<file path="config.mk">
export PLATFORM = sky130hd
export DESIGN_NAME = eth_tx_serializer_flat
export DESIGN_NICKNAME = d
export VERILOG_FILES = /design/src/rtl/eth_tx_serializer_if.sv /design/src/rtl/eth_tx_serializer.sv /design/src/flat_wrapper.sv
export SDC_FILE = /design/constraint.sdc
export NUM_CORES = 1
export LEC_CHECK = 0
export CAP_MARGIN = 10
export CELL_PAD_IN_SITES_DETAIL_PLACEMENT = 1
export CELL_PAD_IN_SITES_GLOBAL_PLACEMENT = 2
export CORE_UTILIZATION = 32
export DETAILED_ROUTE_END_ITERATION = 16
export GPL_ROUTABILITY_DRIVEN = 0
export PLACE_DENSITY_LB_ADDON = 0.1
export RECOVER_POWER = 50
export SLEW_MARGIN = 20
export SYNTH_ARGS = -nofsm -noshare
export SYNTH_HDL_FRONTEND = slang
export SYNTH_SLANG_ARGS = --single-unit
</file>
<file path="constraint.sdc">
create_clock -name Clk -period 6.2 [get_ports Clk]
set_input_delay 1.24 -clock Clk [delete_from_list [all_inputs] [get_ports Clk]]
set_output_delay 1.24 -clock Clk [all_outputs]
set_load 0.02 [all_outputs]
</file>
<file path="src/rtl/eth_tx_serializer_if.sv">
// eth_tx_serializer_if: controller-side inputs and RMII pin outputs of eth_tx_serializer.
// The statistics signals exist only when ETH_TX_STATS_EN is defined.
interface eth_tx_serializer_if;
  logic [3:0]  Tx_Ctrl_FSM_State;
  logic        Tx_En;
  logic        Crc_En;
  logic [47:0] Dest_Addr;
  logic [47:0] Src_Addr;
  logic [15:0] Len_Type;
  logic [7:0]  Fifo_Data;
  logic [1:0]  Txd;
  logic        Txd_En;
`ifdef ETH_TX_STATS_EN
  logic [15:0] Frame_Cnt;
  logic [10:0] Last_Len;
`endif

  modport master (
    output Tx_Ctrl_FSM_State, Tx_En, Crc_En, Dest_Addr, Src_Addr, Len_Type, Fifo_Data,
    input  Txd, Txd_En
`ifdef ETH_TX_STATS_EN
    , input Frame_Cnt, Last_Len
`endif
  );

  modport slave (
    input  Tx_Ctrl_FSM_State, Tx_En, Crc_En, Dest_Addr, Src_Addr, Len_Type, Fifo_Data,
    output Txd, Txd_En
`ifdef ETH_TX_STATS_EN
    , output Frame_Cnt, Last_Len
`endif
  );
endinterface

</file>
<file path="src/rtl/eth_tx_serializer.sv">
// eth_tx_serializer: RMII transmit datapath. Turns the controller state into one dibit
// per clock (preamble, SFD, header, payload, pad, FCS), keeps the running CRC-32 and
// drives registered TXD/TX_EN. Optional ETH_TX_STATS_EN adds Frame_Cnt/Last_Len.
module eth_tx_serializer #(
  parameter int unsigned pPreamble_Dibits = 28,
  parameter int unsigned pSFD_Dibits      = 4,
  parameter int unsigned pFCS_Dibits      = 16
) (
  input  logic              Clk,
  input  logic              Rst_n,
  eth_tx_serializer_if.slave bus
);
  typedef enum logic [3:0] {
    ST_IDLE     = 4'd0,
    ST_PREAMBLE = 4'd1,
    ST_SFD      = 4'd2,
    ST_DEST     = 4'd3,
    ST_SRC      = 4'd4,
    ST_LEN_TYPE = 4'd5,
    ST_DATA     = 4'd6,
    ST_PAD      = 4'd7,
    ST_FCS      = 4'd8
  } tx_state_e;

  localparam logic [31:0] CRC_POLY = 32'hEDB88320;

  tx_state_e   state;
  tx_state_e   state_d;
  logic [7:0]  idx;
  logic [7:0]  idx_r;
  logic [7:0]  byte_r;
  logic [31:0] crc;
  logic [31:0] crc_next;
  logic [47:0] addr_sel;
  logic [1:0]  nd;
  logic        crc_upd;

  function automatic logic [31:0] crc_step(input logic [31:0] c, input logic b);
    return (c >> 1) ^ ((c[0] ^ b) ? CRC_POLY : '0);
  endfunction

  // Decode controller state; unknown codes behave as IDLE
  always_comb begin
    if (bus.Tx_Ctrl_FSM_State > 4'd8) state = ST_IDLE;
    else                              state = tx_state_e'(bus.Tx_Ctrl_FSM_State);
  end

  // Dibit index: restarts on state change, wraps 0..3 in DATA, saturates elsewhere
  always_comb begin
    idx = '0;
    if (state == state_d) begin
      if (state == ST_DATA)    idx = {6'd0, idx_r[1:0] + 2'd1};
      else if (idx_r != '1)    idx = idx_r + 8'd1;
      else                     idx = idx_r;
    end
  end

  // Next dibit; header fields go byte by byte, LSB dibit first within each byte
  always_comb begin
    nd       = 2'b00;
    addr_sel = (state == ST_SRC) ? bus.Src_Addr : bus.Dest_Addr;
    unique case (state)
      ST_PREAMBLE: if (32'(idx) < pPreamble_Dibits) nd = 2'b01;
      ST_SFD:      if (32'(idx) < pSFD_Dibits)
                     nd = (32'(idx) == pSFD_Dibits - 1) ? 2'b11 : 2'b01;
      // byte b = idx/4 sits at bits 8*(5-b); dibit j adds 2*j
      ST_DEST,
      ST_SRC:      if (idx < 8'd24)
                     nd = addr_sel[{3'(3'd5 - idx[4:2]), idx[1:0], 1'b0} +: 2];
      ST_LEN_TYPE: if (idx < 8'd8)
                     nd = bus.Len_Type[{~idx[2], idx[1:0], 1'b0} +: 2];
      ST_DATA:     nd = (idx[1:0] == 2'd0) ? bus.Fifo_Data[1:0] : byte_r[{idx[1:0], 1'b0} +: 2];
      ST_FCS:      if (32'(idx) < pFCS_Dibits) nd = ~crc[{idx[3:0], 1'b0} +: 2];
      default:     nd = 2'b00;
    endcase
  end

  // Two reflected CRC steps per cycle, nd[0] first; only header/payload/pad states feed it
  always_comb begin
    crc_next = crc_step(crc_step(crc, nd[0]), nd[1]);
    crc_upd  = bus.Crc_En && (state inside {ST_DEST, ST_SRC, ST_LEN_TYPE, ST_DATA, ST_PAD});
  end

  // State history, dibit index and payload byte latch
  always_ff @(posedge Clk or negedge Rst_n) begin
    if (!Rst_n) begin
      state_d <= ST_IDLE;
      idx_r   <= '0;
      byte_r  <= '0;
    end else begin
      state_d <= state;
      idx_r   <= idx;
      if (state == ST_DATA && idx[1:0] == 2'd0) byte_r <= bus.Fifo_Data;
    end
  end

  // Running CRC: preset in IDLE, held through FCS
  always_ff @(posedge Clk or negedge Rst_n) begin
    if (!Rst_n)                crc <= '1;
    else if (state == ST_IDLE) crc <= '1;
    else if (crc_upd)          crc <= crc_next;
  end

  // Registered RMII pins
  always_ff @(posedge Clk or negedge Rst_n) begin
    if (!Rst_n) begin
      bus.Txd    <= '0;
      bus.Txd_En <= 1'b0;
    end else begin
      bus.Txd    <= bus.Tx_En ? nd : 2'b00;
      bus.Txd_En <= bus.Tx_En;
    end
  end

`ifdef ETH_TX_STATS_EN
  logic [12:0] dib_cnt;
  logic        aborted;
  logic        frame_done;

  assign frame_done = (state_d == ST_FCS) && (state == ST_IDLE);

  // Frame statistics: dibits counted from DEST onward, published on FCS->IDLE unless Tx_En dropped
  always_ff @(posedge Clk or negedge Rst_n) begin
    if (!Rst_n) begin
      bus.Frame_Cnt <= '0;
      bus.Last_Len  <= '0;
      dib_cnt       <= '0;
      aborted       <= 1'b0;
    end else begin
      if (frame_done && !aborted) begin
        bus.Frame_Cnt <= bus.Frame_Cnt + 16'd1;
        bus.Last_Len  <= dib_cnt[12:2];
      end
      if (state == ST_IDLE) begin
        dib_cnt <= '0;
        aborted <= 1'b0;
      end else begin
        if (state inside {ST_DEST, ST_SRC, ST_LEN_TYPE, ST_DATA, ST_PAD, ST_FCS})
          dib_cnt <= dib_cnt + 13'd1;
        if (!bus.Tx_En) aborted <= 1'b1;
      end
    end
  end
`endif
endmodule
</file>
<file path="src/flat_wrapper.sv">
// flat-port wrapper written by rule: the top's interface ports become plain ports
module eth_tx_serializer_flat 
#(
  parameter int unsigned pPreamble_Dibits = 28,
  parameter int unsigned pSFD_Dibits      = 4,
  parameter int unsigned pFCS_Dibits      = 16
)
  (Clk, Rst_n, bus_Tx_Ctrl_FSM_State, bus_Tx_En, bus_Crc_En, bus_Dest_Addr, bus_Src_Addr, bus_Len_Type, bus_Fifo_Data, bus_Txd, bus_Txd_En);
  eth_tx_serializer_if bus_i ();
  input  logic Clk;
  input  logic Rst_n;
  input wire logic [$bits(bus_i.Tx_Ctrl_FSM_State)-1:0] bus_Tx_Ctrl_FSM_State;
  input wire logic [$bits(bus_i.Tx_En)-1:0] bus_Tx_En;
  input wire logic [$bits(bus_i.Crc_En)-1:0] bus_Crc_En;
  input wire logic [$bits(bus_i.Dest_Addr)-1:0] bus_Dest_Addr;
  input wire logic [$bits(bus_i.Src_Addr)-1:0] bus_Src_Addr;
  input wire logic [$bits(bus_i.Len_Type)-1:0] bus_Len_Type;
  input wire logic [$bits(bus_i.Fifo_Data)-1:0] bus_Fifo_Data;
  output wire logic [$bits(bus_i.Txd)-1:0] bus_Txd;
  output wire logic [$bits(bus_i.Txd_En)-1:0] bus_Txd_En;
  assign bus_i.Tx_Ctrl_FSM_State = bus_Tx_Ctrl_FSM_State;
  assign bus_i.Tx_En = bus_Tx_En;
  assign bus_i.Crc_En = bus_Crc_En;
  assign bus_i.Dest_Addr = bus_Dest_Addr;
  assign bus_i.Src_Addr = bus_Src_Addr;
  assign bus_i.Len_Type = bus_Len_Type;
  assign bus_i.Fifo_Data = bus_Fifo_Data;
  assign bus_Txd = bus_i.Txd;
  assign bus_Txd_En = bus_i.Txd_En;
  eth_tx_serializer #(.pPreamble_Dibits(pPreamble_Dibits), .pSFD_Dibits(pSFD_Dibits), .pFCS_Dibits(pFCS_Dibits)) u_core (.Clk(Clk), .Rst_n(Rst_n), .bus(bus_i));
endmodule
</file>
# [Yosys cells after proc, flatten, opt, wreduce, memory -nomap -nowiden]
# Cells that the tools add are included.
[totals] register_bits=55 latch_bits=0 ram_bits=0 mem_bits_ro=0 out_inout_bits=3 wordCells=61 n_memories=0
[classes] n_addsub=3 multipliers=0 div=0 order_cmp=6 eq_ne=11 shifts=4 n_mux=18 n_bitwise=6 n_reduce_logical=7
[op_table] op="$mux 32" count=4
[op_table] op="$xor 31x32->32" count=2
[op_table] op="$mux 48" count=1
[op_table] op="$shiftx 48x7->2" count=1
[op_table] op="$shiftx 32x6->2" count=1
[op_table] op="$lt 8x5->1 const B" count=3
[op_table] op="$mux 8" count=3
[op_table] op="$eq 4x3->1 const B" count=4
[op_table] op="$shiftx 16x5->2" count=1
[op_table] op="$mux 2" count=7
[op_table] op="$pmux 2 s6" count=1
[op_table] op="$add 8x1->8 const B" count=1
[op_table] op="$eq 4x2->1 const B" count=2
[op_table] op="$eq 8x2->1 const B" count=1
[op_table] op="$lt 8x3->1 const B" count=1
[op_table] op="$lt 8x4->1 const B" count=1
[op_table] op="$ne 8x8->1 const B" count=1
[op_table] op="$shiftx 8x4->2" count=1
[op_table] op="$reduce_bool 5->1" count=1
[op_table] op="$eq 4x1->1 const B" count=1
[op_table] op="$eq 4x4->1" count=1
[op_table] op="$eq 4x4->1 const B" count=1
[op_table] op="$gt 4x4->1 const B" count=1
[op_table] op="$logic_not 4->1" count=1
[op_table] op="11 further kinds" count=13

# [Logic depth before layout (Yosys ltp)]
[logic_depth] ltp_word=17 ltp_mapped=17

# [Least setup slack after synthesis]
# No wires, ideal clock.
[synth_timing] path_kind="input-to-reg" start="input port bus_Tx_Ctrl_FSM_State[3]" end="register u_core.crc[26]" arrival_time_ns=4.209 path_slack_ns=1.918 cell_stages=12 path_buffers=1 cell_sequence="or4bb_1 > o31a_1 > a32oi_4 > nand2_1 > o211a_1 > and3_1 > a2111oi_2 > o311ai_4 > xor2_4 > buf_8 > xnor3_1 > a21oi_1"
[synth_via] elab_chain_cells=15
[synth_rtl] element="start, declared" line="flat_wrapper.sv:12" rtl="input wire logic [$bits(bus_i.Tx_Ctrl_FSM_State)-1:0] bus_Tx_Ctrl_FSM_State;"
[synth_rtl] element="$gt 4x4->1" line="eth_tx_serializer.sv:44" rtl="if (bus.Tx_Ctrl_FSM_State > 4'd8) state = ST_IDLE;"
[synth_rtl] element="$mux 4 (*)" line="eth_tx_serializer.sv:44"
[synth_rtl] element="$eq 4x3->1" line="eth_tx_serializer.sv:52, eth_tx_serializer.sv:62, eth_tx_serializer.sv:81"
[synth_rtl] element="$mux 8" line="eth_tx_serializer.sv:52" rtl="if (state == ST_DATA) idx = {6'd0, idx_r[1:0] + 2'd1};"
[synth_rtl] element="$mux 8" line="eth_tx_serializer.sv:51" rtl="if (state == state_d) begin"
[synth_rtl] element="$sub 3x3->3 (tied with other cells)" line="eth_tx_serializer.sv:69" rtl="nd = addr_sel[{3'(3'd5 - idx[4:2]), idx[1:0], 1'b0} +: 2];"
[synth_rtl] element="$shiftx 48x7->2 (tied with other cells)" line="eth_tx_serializer.sv:69"
[synth_rtl] element="$mux 2 (on tied branches)" line="eth_tx_serializer.sv:68, eth_tx_serializer.sv:70, eth_tx_serializer.sv:73"
[synth_rtl] element="$pmux 2 s6" line="eth_tx_serializer.sv:62" rtl="unique case (state)"
[synth_rtl] element="$xor 1x1->1" line="eth_tx_serializer.sv:39" rtl="return (c >> 1) ^ ((c[0] ^ b) ? CRC_POLY : '0);"
[synth_rtl] element="$mux 32" line="eth_tx_serializer.sv:39"
[synth_rtl] element="$xor 31x32->32 (2 in series)" line="eth_tx_serializer.sv:39"
[synth_rtl] element="$mux 32" line="eth_tx_serializer.sv:101" rtl="else if (crc_upd) crc <= crc_next;"
[synth_rtl] element="$mux 32" line="eth_tx_serializer.sv:100" rtl="else if (state == ST_IDLE) crc <= '1;"
[synth_rtl] element="end signal, assigned" line="eth_tx_serializer.sv:101"
[synth_rtl] element="end, declared" line="eth_tx_serializer.sv:32" rtl="logic [31:0] crc;"
# Mark *: on every way between the ends. The rest lies on a longest branch, timed or not. The select of a mux whose other input is x is not followed.
# A chain may end at the register's enable or synchronous reset.

# [Worst setup path in the final report]
[layout_timing] start="input port bus_Tx_Ctrl_FSM_State[0]" end="register u_core.crc[26]"
[layout_via] elab_chain_cells=15
[layout_rtl] element="$gt 4x4->1 (*)" line="eth_tx_serializer.sv:44"
[layout_rtl] element="$mux 4 (*)" line="eth_tx_serializer.sv:44"
[layout_rtl] element="net u_core.state[3]" line="eth_tx_serializer.sv:27" rtl="tx_state_e state;"
[layout_rtl] element="$eq 4x3->1" line="eth_tx_serializer.sv:52, eth_tx_serializer.sv:62, eth_tx_serializer.sv:81"
[layout_rtl] element="$mux 8" line="eth_tx_serializer.sv:52"
[layout_rtl] element="$mux 8" line="eth_tx_serializer.sv:51"
[layout_rtl] element="$sub 3x3->3 (tied with other cells)" line="eth_tx_serializer.sv:69"
[layout_rtl] element="$shiftx 48x7->2 (tied with other cells)" line="eth_tx_serializer.sv:69"
[layout_rtl] element="$mux 2 (on tied branches)" line="eth_tx_serializer.sv:68, eth_tx_serializer.sv:70, eth_tx_serializer.sv:73"
[layout_rtl] element="$pmux 2 s6" line="eth_tx_serializer.sv:62"
[layout_rtl] element="$xor 1x1->1" line="eth_tx_serializer.sv:39"
[layout_rtl] element="$mux 32" line="eth_tx_serializer.sv:39"
[layout_rtl] element="$xor 31x32->32 (2 in series)" line="eth_tx_serializer.sv:39"
[layout_rtl] element="$mux 32" line="eth_tx_serializer.sv:101"
[layout_rtl] element="$mux 32" line="eth_tx_serializer.sv:100"
# Mark *: on every way through the listed nets, which the timed path passes. The rest lies on a longest branch. The select of a mux whose other input is x is not followed.

==> metrics.txt <==
category of the critical setup timing path=in -> reg; net count after synthesis=around 640; number of global-route vias before repair=4,898; switching power share of the total=about a third; power share of the clock group=between 20% and 30%; via count normalized by instance count=about 5.7; Final Routed Wirelength=~19,000 um; CTS root buf=sky130_fd_sc_hd__clkbuf_16; max_slew headroom=-107%; count of input and output buffers=130; Hold Path Origin=u_core.byte_r[0]$_DFFE_PN0P_; growth of design area from synthesis to finish=35.3%; Data arrival, critical path=5690 ps; TritonCTS clock tree=built; sequential share of the synthesized area=between 20% and 30%; share of final-layout standard cells stronger than drive strength 1=17.6%; number of warnings issued by yosys=0; Cells after Synth=510; global router's overall resource usage=between 20% and 30%; clock buffers created by TritonCTS=5; Total Neg Setup Slack=0 ps; die boundary width=123 um; row cnt=44; Slew Limit Fails=56; synthesized area=approximately 0.0047 mm^2; final critical delay including setup and external delays=5460 ps; total of fill cells in the finished design=between 1,500 and 2,000; number of distinct library cells after synthesis=88; total congestion overflow=0; height of the die=around 120 um; number of top-level design ports=around 130; M1 wire length=8170 um; maximum vdd ir drop=209 uV; DR top layer=met4; clock tree skew after final layout=11.6 ps; launching element type of the critical path=primary input; DRT iter0 DRCs=around 220; result of the run=finished with violations; post-route clock period utilization=88.0%; power density cells=~170 mW/mm^2; launch point of the worst reg-to-reg path=u_core.idx_r[0]$_DFF_PN0_; origin of the worst setup path=bus_Tx_Ctrl_FSM_State[0]; largest net degree at the start of global routing=56; Logic pwr share=about a third; worst endpoint required time=about 6400 ps; number of gates resized after cts=0; Seq cells post-synth=between 50 and 60; Clock Pin Slew Worst Setup and Hold Paths=70 ps; hold bufs inserted after CTS=0; Static Leakage=between 2 and 2.5 nW; final-report hold violation count=0; clk buf depth=2; switching component of the power=roughly 350 uW; largest driver fanout on the critical path=11; violated checks=max-capacitance violations, max-slew violations; path type of the worst min-delay path=reg -> reg; CP delay by family, top=compound AO/OA/AOI/OAI gates; total number of vias=4,629; commonest cells after routing, fill and taps aside=sky130_fd_sc_hd__clkdlybuf4s50_1, sky130_fd_sc_hd__nor2_1, sky130_fd_sc_hd__nand2_1; Detail Placement HPWL=approximately 15,000 um; number of failing setup endpoints in the final timing report=0; buffers and inverters on the worst path=2; Post-synth EDFFs=0; cells along the critical path=clkdlybuf4s50_1 -> buf_4 -> nor4b_4 -> o31a_1 -> a32o_1 -> a21oi_1 -> o2111ai_1 -> a21oi_1 -> a2111oi_2 -> o311ai_4 -> xor2_4 -> xnor3_1 -> a21oi_1; CTS H-Tree Depth=2; routed wire length on met3=roughly 610 um; worst-skew pair later-pin latency=310 ps; number of maximum-capacitance constraint violations=1; per-cell routed wire length=around 23 um; leading register cell type out of synthesis=sky130_fd_sc_hd__dfstp_2; number of clock sinks=55; initial standard-cell utilization of the core=32.6%; buffers inserted by post-CTS timing repair=0; antenna viol nets, final=0; standard cell core area=approximately 0.014 mm^2; sum of met2 wire segment lengths after detailed routing=approximately 9600 um; final-layout worst hold slack=514 ps; average instance area after synthesis=between 9 and 10 um^2; CP dominant cell by count=sky130_fd_sc_hd__a21oi_1; die footprint=between 0.015 and 0.02 mm^2; number of antenna violations at the first check in global routing=0; ant diodes=0; worst-margin pin slew=just over 3000 ps; maximum cell stage delay along the critical path=between 500 and 600 ps; wire length of the first global-routing pass=28,200 um; length of the first detailed-routing pass in iterations=4; Worst setup EP type=flip-flop; DRC viols=0; leading cell type in the layout, fill and taps excluded=sky130_fd_sc_hd__clkdlybuf4s50_1; Power Internal=between 700 and 800 uW; RSZ-0062 raised after global routing=no; ys async rst share=100%; Final #Nets=763; maximum clock frequency=183 MHz; fraction of power consumed by sequential logic=around two fifths; Crit-path slowest cell=sky130_fd_sc_hd__clkdlybuf4s50_1
-- metal layers --
layer,GRT usage [%],vias to the layer above
li1,-,2198
met5,0,-
met2,43.2,75
met3,3.14,18
met4,5.95,0
met1,33.3,2338
-- registers in the layout, indices dropped and copies added (netlist names) --
name               count
u_core.crc            32
u_core.state_d         4
u_core.bus.Txd_En      1
u_core.bus.Txd         2
u_core.idx_r           8
u_core.byte_r          8
-- synthesized netlist by cell type, types with 9 or more instances --
master                      instances  area share [%]
sky130_fd_sc_hd__o21ai_0           18             1.9
sky130_fd_sc_hd__nor2_1            47             3.7
sky130_fd_sc_hd__mux2i_1           26             5.5
sky130_fd_sc_hd__o22a_1            12             2.2
sky130_fd_sc_hd__nand2_1           45             3.6
sky130_fd_sc_hd__o2111ai_1         10             1.9
sky130_fd_sc_hd__clkbuf_1          12            0.95
sky130_fd_sc_hd__xnor2_1           16             3.0
sky130_fd_sc_hd__nor2b_1           10             1.3
sky130_fd_sc_hd__a21oi_1           42             4.5
sky130_fd_sc_hd__dfstp_2           32              18
sky130_fd_sc_hd__buf_2             16             1.7
sky130_fd_sc_hd__dfrtp_1           23              12
sky130_fd_sc_hd__nor3_1             9            0.95
sky130_fd_sc_hd__nand3_1           10             1.1
-- stage by stage --
step / setup slack (ps) / instance area, um^2 / util [%] / cells / total power [mW]
detailed placement: 461 / 6240 / 43.1 / 811 / 0.816
CTS: 772 / 6390 / 44.1 / 819 / 1.13
global route: 464 / 6390 / 44.1 / 819 / 1.17
finish: 742 / 6390 / 44.1 / 819 / 1.11
global placement: 638 / 6240 / 43.1 / 811 / 0.809
floorplan: 1920 / 4720 / - / 510 / 0.640
-- path summary, 6_finish.rpt --
kind | slack, ps | cells after the start | to
max | 740 | 13 | u_core.crc[26]$_DFFE_PN1P_
min | 510 | 1 | u_core.byte_r[0]$_DFFE_PN0P_
max reg2reg | 1130 | 12 | u_core.crc[26]$_DFFE_PN1P_
min reg2reg | 510 | 1 | u_core.byte_r[0]$_DFFE_PN0P_
max in group asynchronous | 2400 | 2 | u_core.idx_r[1]$_DFF_PN0_
min in group asynchronous | 2080 | 2 | u_core.bus.Txd_En$_DFF_PN0_
-- power by group through the flow --
| stage | clock network, mW | logic [mW] | registers, mW |
|---|---|---|---|
| after global routing | 0.327 | 0.397 | 0.447 |
| after CTS | 0.317 | 0.370 | 0.442 |
| after global placement | 0 | 0.363 | 0.446 |
| after floorplan | 0 | 0.208 | 0.432 |
| final | 0.303 | 0.367 | 0.442 |
| after detailed placement | 0 | 0.368 | 0.448 |
-- cells by family after synthesis --
| group | Yosys count | synth area share, % |
|---|---|---|
| buffers and inverters | 50 | 5.62 |
| XOR/XNOR | 24 | 6.76 |
| AO/OA/AOI/OAI | 167 | 26.8 |
| multiplexers | 41 | 10.3 |
| AND/OR/NAND/NOR | 172 | 20.3 |
| adder cells (fa/ha/maj) | 1 | 0.265 |
| flip-flops | 55 | 30.0 |
-- final cells by class --
cell class              instances  area, um^2  area share [%]
flip-flops and latches         55        1420            22.2
clock inverters                 2        16.3           0.255
clock buffers                   6         139            2.17
repair buffers                157        1500            23.4
well taps                     184         230            3.60
multi-input cells             405        3050            47.8
inverters                      10        37.5           0.588
Note: power is estimated with default switching activity, not from simulation.
